$ cat src/rtl/btn_event_gen.sv
// ============================================================================
// Module   : btn_event_gen
// Brief    : Per-channel button debounce with press/release/click/long/repeat events.
// Revision : 1.0
// ============================================================================
`default_nettype none

module btn_event_gen #(
    parameter int N_BTN         = 3,
    parameter int DEB_CYCLES    = 1000000,
    parameter int LONG_CYCLES   = 50000000,
    parameter int REPEAT_CYCLES = 10000000
) (
    input  logic             clk_i,
    input  logic             rst_i,
    input  logic [N_BTN-1:0] btn_i,
    output logic [N_BTN-1:0] level_o,
    output logic [N_BTN-1:0] press_o,
    output logic [N_BTN-1:0] release_o,
    output logic [N_BTN-1:0] click_o,
    output logic [N_BTN-1:0] long_o,
    output logic [N_BTN-1:0] repeat_o
);

    localparam int DEB_W  = $clog2(DEB_CYCLES) + 1;
    localparam int LONG_W = $clog2(LONG_CYCLES) + 1;
    localparam int REP_W  = $clog2(REPEAT_CYCLES) + 1;

    // Terminal counts are one less than the period: the event fires on the
    // edge where the counter would otherwise reach the full count.
    localparam logic [DEB_W-1:0]  DEB_LAST  = DEB_W'(DEB_CYCLES - 1);
    localparam logic [LONG_W-1:0] LONG_LAST = LONG_W'(LONG_CYCLES - 1);
    localparam logic [REP_W-1:0]  REP_LAST  = REP_W'(REPEAT_CYCLES - 1);

    typedef enum logic [1:0] {
        IDLE = 2'd0,
        DOWN = 2'd1,
        LONG = 2'd2
    } hold_state_t;

    for (genvar k = 0; k < N_BTN; k++) begin : g_ch
        logic [1:0]        sync;
        logic [DEB_W-1:0]  deb_cnt, deb_cnt_nxt;
        logic              level, level_nxt;
        logic              rise, fall;
        hold_state_t       state, state_nxt;
        logic [LONG_W-1:0] hold_cnt, hold_cnt_nxt;
        logic [REP_W-1:0]  rep_cnt, rep_cnt_nxt;
        logic              click_nxt, long_nxt, repeat_nxt;
        logic              press_r, release_r, click_r, long_r, repeat_r;

        always_comb begin
            deb_cnt_nxt = '0;
            level_nxt   = level;
            rise        = 1'b0;
            fall        = 1'b0;
            if (sync[1] != level) begin
                if (deb_cnt >= DEB_LAST) begin
                    level_nxt = ~level;
                    rise      = ~level;
                    fall      = level;
                end else begin
                    deb_cnt_nxt = deb_cnt + 1'b1;
                end
            end
        end

        // Release has priority over a long/repeat due on the same edge.
        always_comb begin
            state_nxt    = state;
            hold_cnt_nxt = hold_cnt;
            rep_cnt_nxt  = rep_cnt;
            click_nxt    = 1'b0;
            long_nxt     = 1'b0;
            repeat_nxt   = 1'b0;
            case (state)
                IDLE: begin
                    if (rise) begin
                        state_nxt    = DOWN;
                        hold_cnt_nxt = '0;
                    end
                end
                DOWN: begin
                    if (fall) begin
                        state_nxt = IDLE;
                        click_nxt = 1'b1;
                    end else if (hold_cnt >= LONG_LAST) begin
                        state_nxt   = LONG;
                        long_nxt    = 1'b1;
                        rep_cnt_nxt = '0;
                    end else begin
                        hold_cnt_nxt = hold_cnt + 1'b1;
                    end
                end
                LONG: begin
                    if (fall) begin
                        state_nxt = IDLE;
                    end else if (rep_cnt >= REP_LAST) begin
                        repeat_nxt  = 1'b1;
                        rep_cnt_nxt = '0;
                    end else begin
                        rep_cnt_nxt = rep_cnt + 1'b1;
                    end
                end
                default: state_nxt = IDLE;
            endcase
        end

        always_ff @(posedge clk_i) begin
            if (rst_i) begin
                sync      <= '0;
                deb_cnt   <= '0;
                level     <= 1'b0;
                state     <= IDLE;
                hold_cnt  <= '0;
                rep_cnt   <= '0;
                press_r   <= 1'b0;
                release_r <= 1'b0;
                click_r   <= 1'b0;
                long_r    <= 1'b0;
                repeat_r  <= 1'b0;
            end else begin
                sync      <= {sync[0], btn_i[k]};
                deb_cnt   <= deb_cnt_nxt;
                level     <= level_nxt;
                state     <= state_nxt;
                hold_cnt  <= hold_cnt_nxt;
                rep_cnt   <= rep_cnt_nxt;
                press_r   <= rise;
                release_r <= fall;
                click_r   <= click_nxt;
                long_r    <= long_nxt;
                repeat_r  <= repeat_nxt;
            end
        end

        assign level_o[k]   = level;
        assign press_o[k]   = press_r;
        assign release_o[k] = release_r;
        assign click_o[k]   = click_r;
        assign long_o[k]    = long_r;
        assign repeat_o[k]  = repeat_r;
    end

endmodule

`default_nettype wire
$ cat config.mk
export PLATFORM = sky130hd
export DESIGN_NAME = btn_event_gen
export DESIGN_NICKNAME = d
export VERILOG_FILES = /design/src/rtl/btn_event_gen.sv
export SDC_FILE = /design/constraint.sdc
export NUM_CORES = 1
export LEC_CHECK = 0
export BUFFER_PORTS_ARGS = -buffer_cell sky130_fd_sc_hd__buf_2
export CORE_MARGIN = 8
export CORE_UTILIZATION = 30
export DETAILED_ROUTE_END_ITERATION = 10
export PLACE_DENSITY = 0.42
export SYNTH_ARGS = -nofsm -noshare
export SYNTH_HDL_FRONTEND = slang
export SYNTH_SLANG_ARGS = --single-unit
$ cat constraint.sdc
create_clock -name clk_i -period 2.4 [get_ports clk_i]
set_input_delay 0.12 -clock clk_i [delete_from_list [all_inputs] [get_ports clk_i]]
set_output_delay 0.12 -clock clk_i [all_outputs]
set_load 0.01 [all_outputs]
==> impl_metrics.csv, run 1 <==
group,metric,value,unit
run_status,run_status,"complete, but fails checks",
run_status,violations,"negative setup slack",
timing,post-route-min-period,2680,ps
timing,slew_headroom,59.5,%
timing,fin_skew,8.01,ps
global_route,grt_usage,12.9,%
clock_network,clockRootBuffer,"clkbuf_16",
setup_path,crit_arrival,3170,ps
layout,diodes,0,
clock_network,cts_buffers,31,
global_route,grt_pass1_vias,10716,
placed_design,post_dp_cell_area,14200,µm²
layout,drive_gt1_share,30.2,%
worst_hold_path,min_path_type,"in2reg",
synth,yosys.cell_types.count,83,
power_and_ir_drop,power-per-cell-area,546,nW/µm²
timing,max_freq,373,MHz
routing,vias,10805,
global_route,antenna_found_initial,0,
synth,synth_top_cell_by_area,"dfxtp_1",
routing,antenna_left,0,
routing,via_per_inst,4.86,
floorplanning,rows,73,
floorplanning,die_area,46100,µm²
floorplanning,die_y,215,µm
routing,wl_met1,14900,µm
global_route,grt_start_max_net_pins,23,
timing,fin_setup_tns,-10660,ps
setup_path,critPathCaptureType,"flip-flop",
timing,period_share,112,%
synth,synth_top_area_share,42.1,%
routing,dr.pass1.iters,4,
floorplanning,die_w,215,µm
synth,syn_area_per_cell,8.39,µm²
routing,wl_met2,14500,µm
setup_path,criticalPathCategory,"reg2reg",
layout,syn2layout_area_growth,39.5,%
power_and_ir_drop,leakage,6.24,nW
synth,seq_area_frac_synth,42.1,%
placed_design,dp_hpwl,21000,µm
floorplanning,num_io_pins,23,
routing,drc,0,
timing,worst_slack,-279,ps
placed_design,portBuffers,22,
synth,ys_top_cells_by_area,"dfxtp_1, nor2_1, xor2_1, xnor2_1, nand2_1",
layout,fin_area,16500,µm²
synth,synth-edff-count,0,
layout,seq_area,5000,µm²
timing,drv_slew,0,
routing,routed.top_layer,"met4",
job,cap_violations,0,
synth,synth-warning-count,0,
setup_path,path_max_fanout,22,
layout,fillers,3939,
placed_design,gp_congestion,0.751,
layout,fin_nets,1691,
timing,rsz0062_at_grt,"true",
setup_path,required,2890,ps
layout,mostFrequentLayoutCells,"buf_4, dfxtp_1, nor2_1",
clock_network,cts_buffer_depth,3,
clock_network,clk-insertion-delay-late,560,ps
synth,synthFlopType,"dfxtp_1",
routing,drtIter0Drc,461,
clock_network,h-tree-depth,1,
global_route,overflow,0,
floorplanning,initial_core_util,30.1,%
routing,detail_route.wl_per_cell,13.9,µm
synth,synthesis.area,11800,µm²
clock_network,clk_pin_slew,60,ps
synth,synth-async-reset-ratio,0,%
clock_network,cts.sinks,249,
synth,synth_seq_cells,249,
power_and_ir_drop,irDropWorstVdd,0.000509,V
global_route,grt_pass1_wl,51800,µm
synth,synthCells,1413,
layout,multi_input_area,7280,µm²
routing,routed_wl,31000,µm
floorplanning,core,39400,µm²
timing,finalHoldViolations,0,
layout,final_common_cell,"buf_4",
routing,dr_wl_met3,810,µm
setup_path,startpoint_type,"flip-flop",
timing,worst_pin_slew,606,ps
clock_network,tritoncts,"done",
timing,setup_viol,78,
-- power by group --
part,total (mW),switching (mW),internal (mW)
logic,0.489,0.268,0.222
clock network,4.37,1.76,2.61
registers,4.17,0.0178,4.15
-- synthesized netlist by cell type (4+ instances only) --
cell type,instances
a211o_1,7
a211oi_1,4
a21o_1,7
a21oi_1,41
a311oi_1,8
a31oi_1,14
a41oi_1,5
and2_0,4
and2_1,14
and3_1,35
and4_1,12
buf_1,4
buf_2,7
buf_4,22
clkbuf_1,46
dfxtp_1,249
ha_1,9
inv_1,32
mux2i_1,6
nand2_1,118
nand2b_1,12
nand3_1,87
nand3b_1,5
nand4_1,61
nor2_1,208
nor2b_1,14
nor3_1,51
nor3b_1,5
nor4_1,16
nor4b_1,7
o211ai_1,17
o21ai_0,41
o311ai_0,7
o31ai_1,11
o41ai_1,7
or3_1,12
or4_1,15
xnor2_1,58
xor2_1,69
-- area by class of cell --
cell class	count	share of cell area, %
Timing Repair Buffer	310	15.3
Sequential cell	249	30.2
Clock buffer	46	5.58
Inverter	32	0.726
Multi-Input combinational cell	1053	44.0
Clock inverter	6	0.204
Tap cell	525	3.97
-- critical path: stages, from the launching register on --
cell and delay, ps:
dfxtp_2 320, or4_4 550, a21o_1 220, a2111oi_4 260
or2_1 180, a32o_2 220, o21bai_4 90, buf_12 160
or4_1 480, a21oi_2 130
-- what timing repair did --
action / in CTS / in global routing
endpoints found under the hold margin: 9 / 0
setup buffers: 23 / 23
pin swaps: 52 / 76
setup endpoints to repair: 145 / 143
gates resized for setup: 104 / 115
hold buffers: 5 / 0
gates cloned: 4 / 2
-- routing by layer --
metal / vias up / track usage [%]
met3: 45 / 2.21
met1: 5120 / 16.9
met2: 85 / 21.8
met5: - / 0
li1: 5555 / -
met4: 0 / 3.52
-- per-stage QoR --
| stage | instances | utilization [%] | power [mW] | worst slack (ps) | hold slack (ps) |
|---|---|---|---|---|---|
| floorplan | 1415 | - | 4.46 | -125 | 248 |
| global placement | 2118 | 36.1 | 4.61 | -275 | 334 |
| detailed placement | 2118 | 36.1 | 4.61 | -293 | 340 |
| CTS | 2200 | 40.3 | 9.18 | -256 | 279 |
| global route | 2221 | 42.0 | 9.45 | -390 | 313 |
| finish | 2221 | 42.0 | 9.03 | -279 | 318 |
-- state kept, by name, summed over array words and instances, names as in the netlist --
name	cells
g_ch.rep_cnt	75
g_ch.state	6
g_ch.deb_cnt	63
g_ch.level	3
g_ch.hold_cnt	81
g_ch.long_r	3
g_ch.repeat_r	3
g_ch.sync	6
g_ch.release_r	3
g_ch.click_r	3
g_ch.press_r	3
-- logic make-up (layout without fill, tap and decap cells) --
family                     after synthesis  in the layout  synth area share (%)
muxes                                    6              6                 0.507
and+or+nand+nor                        694            695                  29.6
adders and majority gates                9              9                 0.950
DFF                                    249            249                  42.1
buffers and inverters                  114            394                  4.52
AOI/OAI and AO/OA                      213            213                  12.9
other                                    1              3                0.0316
xor gates and xnor gates               127            127                  9.39
-- worst paths after layout --
| kind | from | end | slack [ps] | cells past startpoint |
|---|---|---|---|---|
| max | g_ch[2].hold_cnt[7] | g_ch[2].hold_cnt[22] | -280 | 9 |
| min | btn_i[1] | g_ch[1].sync[0] | 320 | 3 |
| max reg2reg | g_ch[2].hold_cnt[7] | g_ch[2].hold_cnt[22] | -280 | 9 |
| min reg2reg | g_ch[1].sync[0] | g_ch[1].sync[1] | 440 | 1 |
No activity file was read; power rests on OpenSTA's default activity.
==> run 2, diff against run 1 <==
Settings changed: CORE_ASPECT_RATIO set to 0.5.
==> run 2 against run 1 <==
The flow still finishes with violations (negative setup slack); sequential share of layout area is 0.089 points higher; critical path depth stayed put; via count rose by 1.3%; first-iteration DRC count increased by 15%; sequential power hardly changed; worst setup slack improved by 34 ps; critical path type unchanged; highest routed layer unchanged.
==> impl_metrics.csv, run 2 (synthesis gave the netlist of run 1 again) <==
group,metric,value,unit
power_and_ir_drop,leakage,6.15,nW
job,cap_violations,0,
routing,drc,0,
layout,mostFrequentLayoutCells,"dfxtp_1, buf_4, nor2_1",
floorplanning,initial_core_util,30.4,%
run_status,violations,"negative setup slack",
floorplanning,core,38900,µm²
layout,diodes,0,
routing,dr.pass1.iters,5,
timing,finalHoldViolations,0,
layout,utilization,42.5,%
clock_network,tritoncts,"done",
layout,syn2layout_area_growth,39.5,%
layout,fin_nets,1670,
floorplanning,die_area,46500,µm²
global_route,grt_usage,13.1,%
global_route,grt_pass1_wl,52400,µm
clock_network,clockRootBuffer,"clkbuf_16",
floorplanning,rows,51,
placed_design,dp_hpwl,21200,µm
routing,routed_wl,31900,µm
setup_path,critPathCaptureType,"flip-flop",
layout,largest_reg_flops,81,
power_and_ir_drop,p_sw_share,22.5,%
layout,drive_gt1_share,31.1,%
timing,max_freq,378,MHz
clock_network,clk-insertion-delay-late,550,ps
placed_design,pre_cts_ws,-342,ps
power_and_ir_drop,pwr-share-comb,5.6,%
routing,via_per_inst,4.96,
global_route,overflow,0,
floorplanning,die_y,157,µm
timing,drv_slew,0,
placed_design,portBuffers,22,
setup_path,path_max_fanout,6,
placed_design,dp.cells,2110,
power_and_ir_drop,irDropWorstVdd,0.000422,V
run_status,run_status,"complete, but fails checks",
power_and_ir_drop,power,9.16,mW
timing,slew_headroom,58.2,%
floorplanning,die_w,297,µm
global_route,grt_start_max_net_pins,24,
global_route,antenna_found_initial,0,
power_and_ir_drop,pwr-share-clk,48.9,%
routing,vias,10941,
timing,worst_slack,-245,ps
setup_path,startpoint_type,"flip-flop",
clock_network,cts.sinks,249,
setup_path,crit_arrival,3120,ps
timing,fin_skew,10.8,ps
timing,worst_pin_slew,622,ps
layout,final_common_cell,"dfxtp_1",
power_and_ir_drop,p_int,7.10,mW
clock_network,h-tree-depth,1,
setup_path,required,2880,ps
timing,rsz0062_at_grt,"true",
clock_network,cts_buffers,26,
clock_network,cts_buffer_depth,3,
power_and_ir_drop,power-per-cell-area,554,nW/µm²
floorplanning,num_io_pins,23,
routing,detail_route.wl_per_cell,14.5,µm
timing,post-route-min-period,2650,ps
layout,reg_top3,"g_ch.hold_cnt: 81 flops, g_ch.rep_cnt: 75 flops, g_ch.deb_cnt: 63 flops",
power_and_ir_drop,seq_power_share,45.5,%
clock_network,clk_pin_slew,60,ps
placed_design,gp_congestion,0.779,
placed_design,post_dp_cell_area,14100,µm²
layout,largest-register,"g_ch.hold_cnt",
timing,period_share,110,%
layout,fin_area,16500,µm²
setup_path,criticalPathCategory,"reg2reg",
worst_hold_path,min_path_type,"in2reg",
routing,antenna_left,0,
routing,drtIter0Drc,532,
layout,instances_no_fill,2206,
timing,setup_viol,60,
power_and_ir_drop,power_switching,2.06,mW
global_route,grt_pass1_vias,10756,
-- run 2: worst max-delay path, cell delays in order (launching register included) --
cell       delay, ps
dfxtp_2          320
or4_4            550
a21o_1           200
a2111oi_4        250
or2_1            180
a32o_2           210
o21bai_4         110
buf_6            150
or4_4            480
a21oi_2          130
-- run 2: final cells by class --
| type | count | area (µm²) |
|---|---|---|
| tap | 530 | 663 |
| clock inverter | 8 | 126 |
| multi-input combinational | 1054 | 7340 |
| clock buffer | 40 | 836 |
| timing repair buffer | 293 | 2430 |
| fill | 3835 | 22400 |
| sequential | 249 | 5010 |
| inverter | 32 | 120 |
-- run 2: power groups by stage --
stage / sequential [mW] / clock (mW) / combinational, mW
detailed placement: 4.26 / 0 / 0.343
finish: 4.16 / 4.48 / 0.513
global route: 4.16 / 4.82 / 0.551
floorplan: 4.25 / 0 / 0.210
global placement: 4.26 / 0 / 0.340
CTS: 4.16 / 4.66 / 0.448
-- run 2: final timing paths --
check,slack (ps),end,start,depth (start not counted)
setup / recovery,-250,g_ch[2].hold_cnt[24],g_ch[2].hold_cnt[9],9
hold / removal,340,g_ch[1].sync[0],btn_i[1],3
setup reg to reg,-250,g_ch[2].hold_cnt[24],g_ch[2].hold_cnt[9],9
hold reg to reg,440,g_ch[0].sync[1],g_ch[0].sync[0],1
-- run 2: per-layer routing --
| layer | track usage (%) | part of all wire (%) | vias to the layer above |
|---|---|---|---|
| li1 | - | - | 5493 |
| met1 | 16.3 | 47 | 5276 |
| met2 | 23.3 | 48 | 124 |
| met3 | 2.14 | 2.5 | 48 |
| met4 | 3.46 | 2.1 | 0 |
| met5 | 0 | 0 | - |
-- run 2: through the flow --
| stage | TNS [ps] | hold WS (ps) |
|---|---|---|
| final | -5080 | 339 |
| after global placement | -12480 | 343 |
| after CTS | -9230 | 311 |
| after global routing | -15180 | 334 |
| after detailed placement | -16470 | 344 |
| after floorplan | -1980 | 248 |
-- run 2: timing repair --
action	in CTS	in global routing
setup endpoints to repair	131	148
resized for setup	95	145
gates cloned	6	3
hold buffers	4	0
endpoints found under the hold margin	4	0
pin swaps	54	83
buffers inserted	16	21
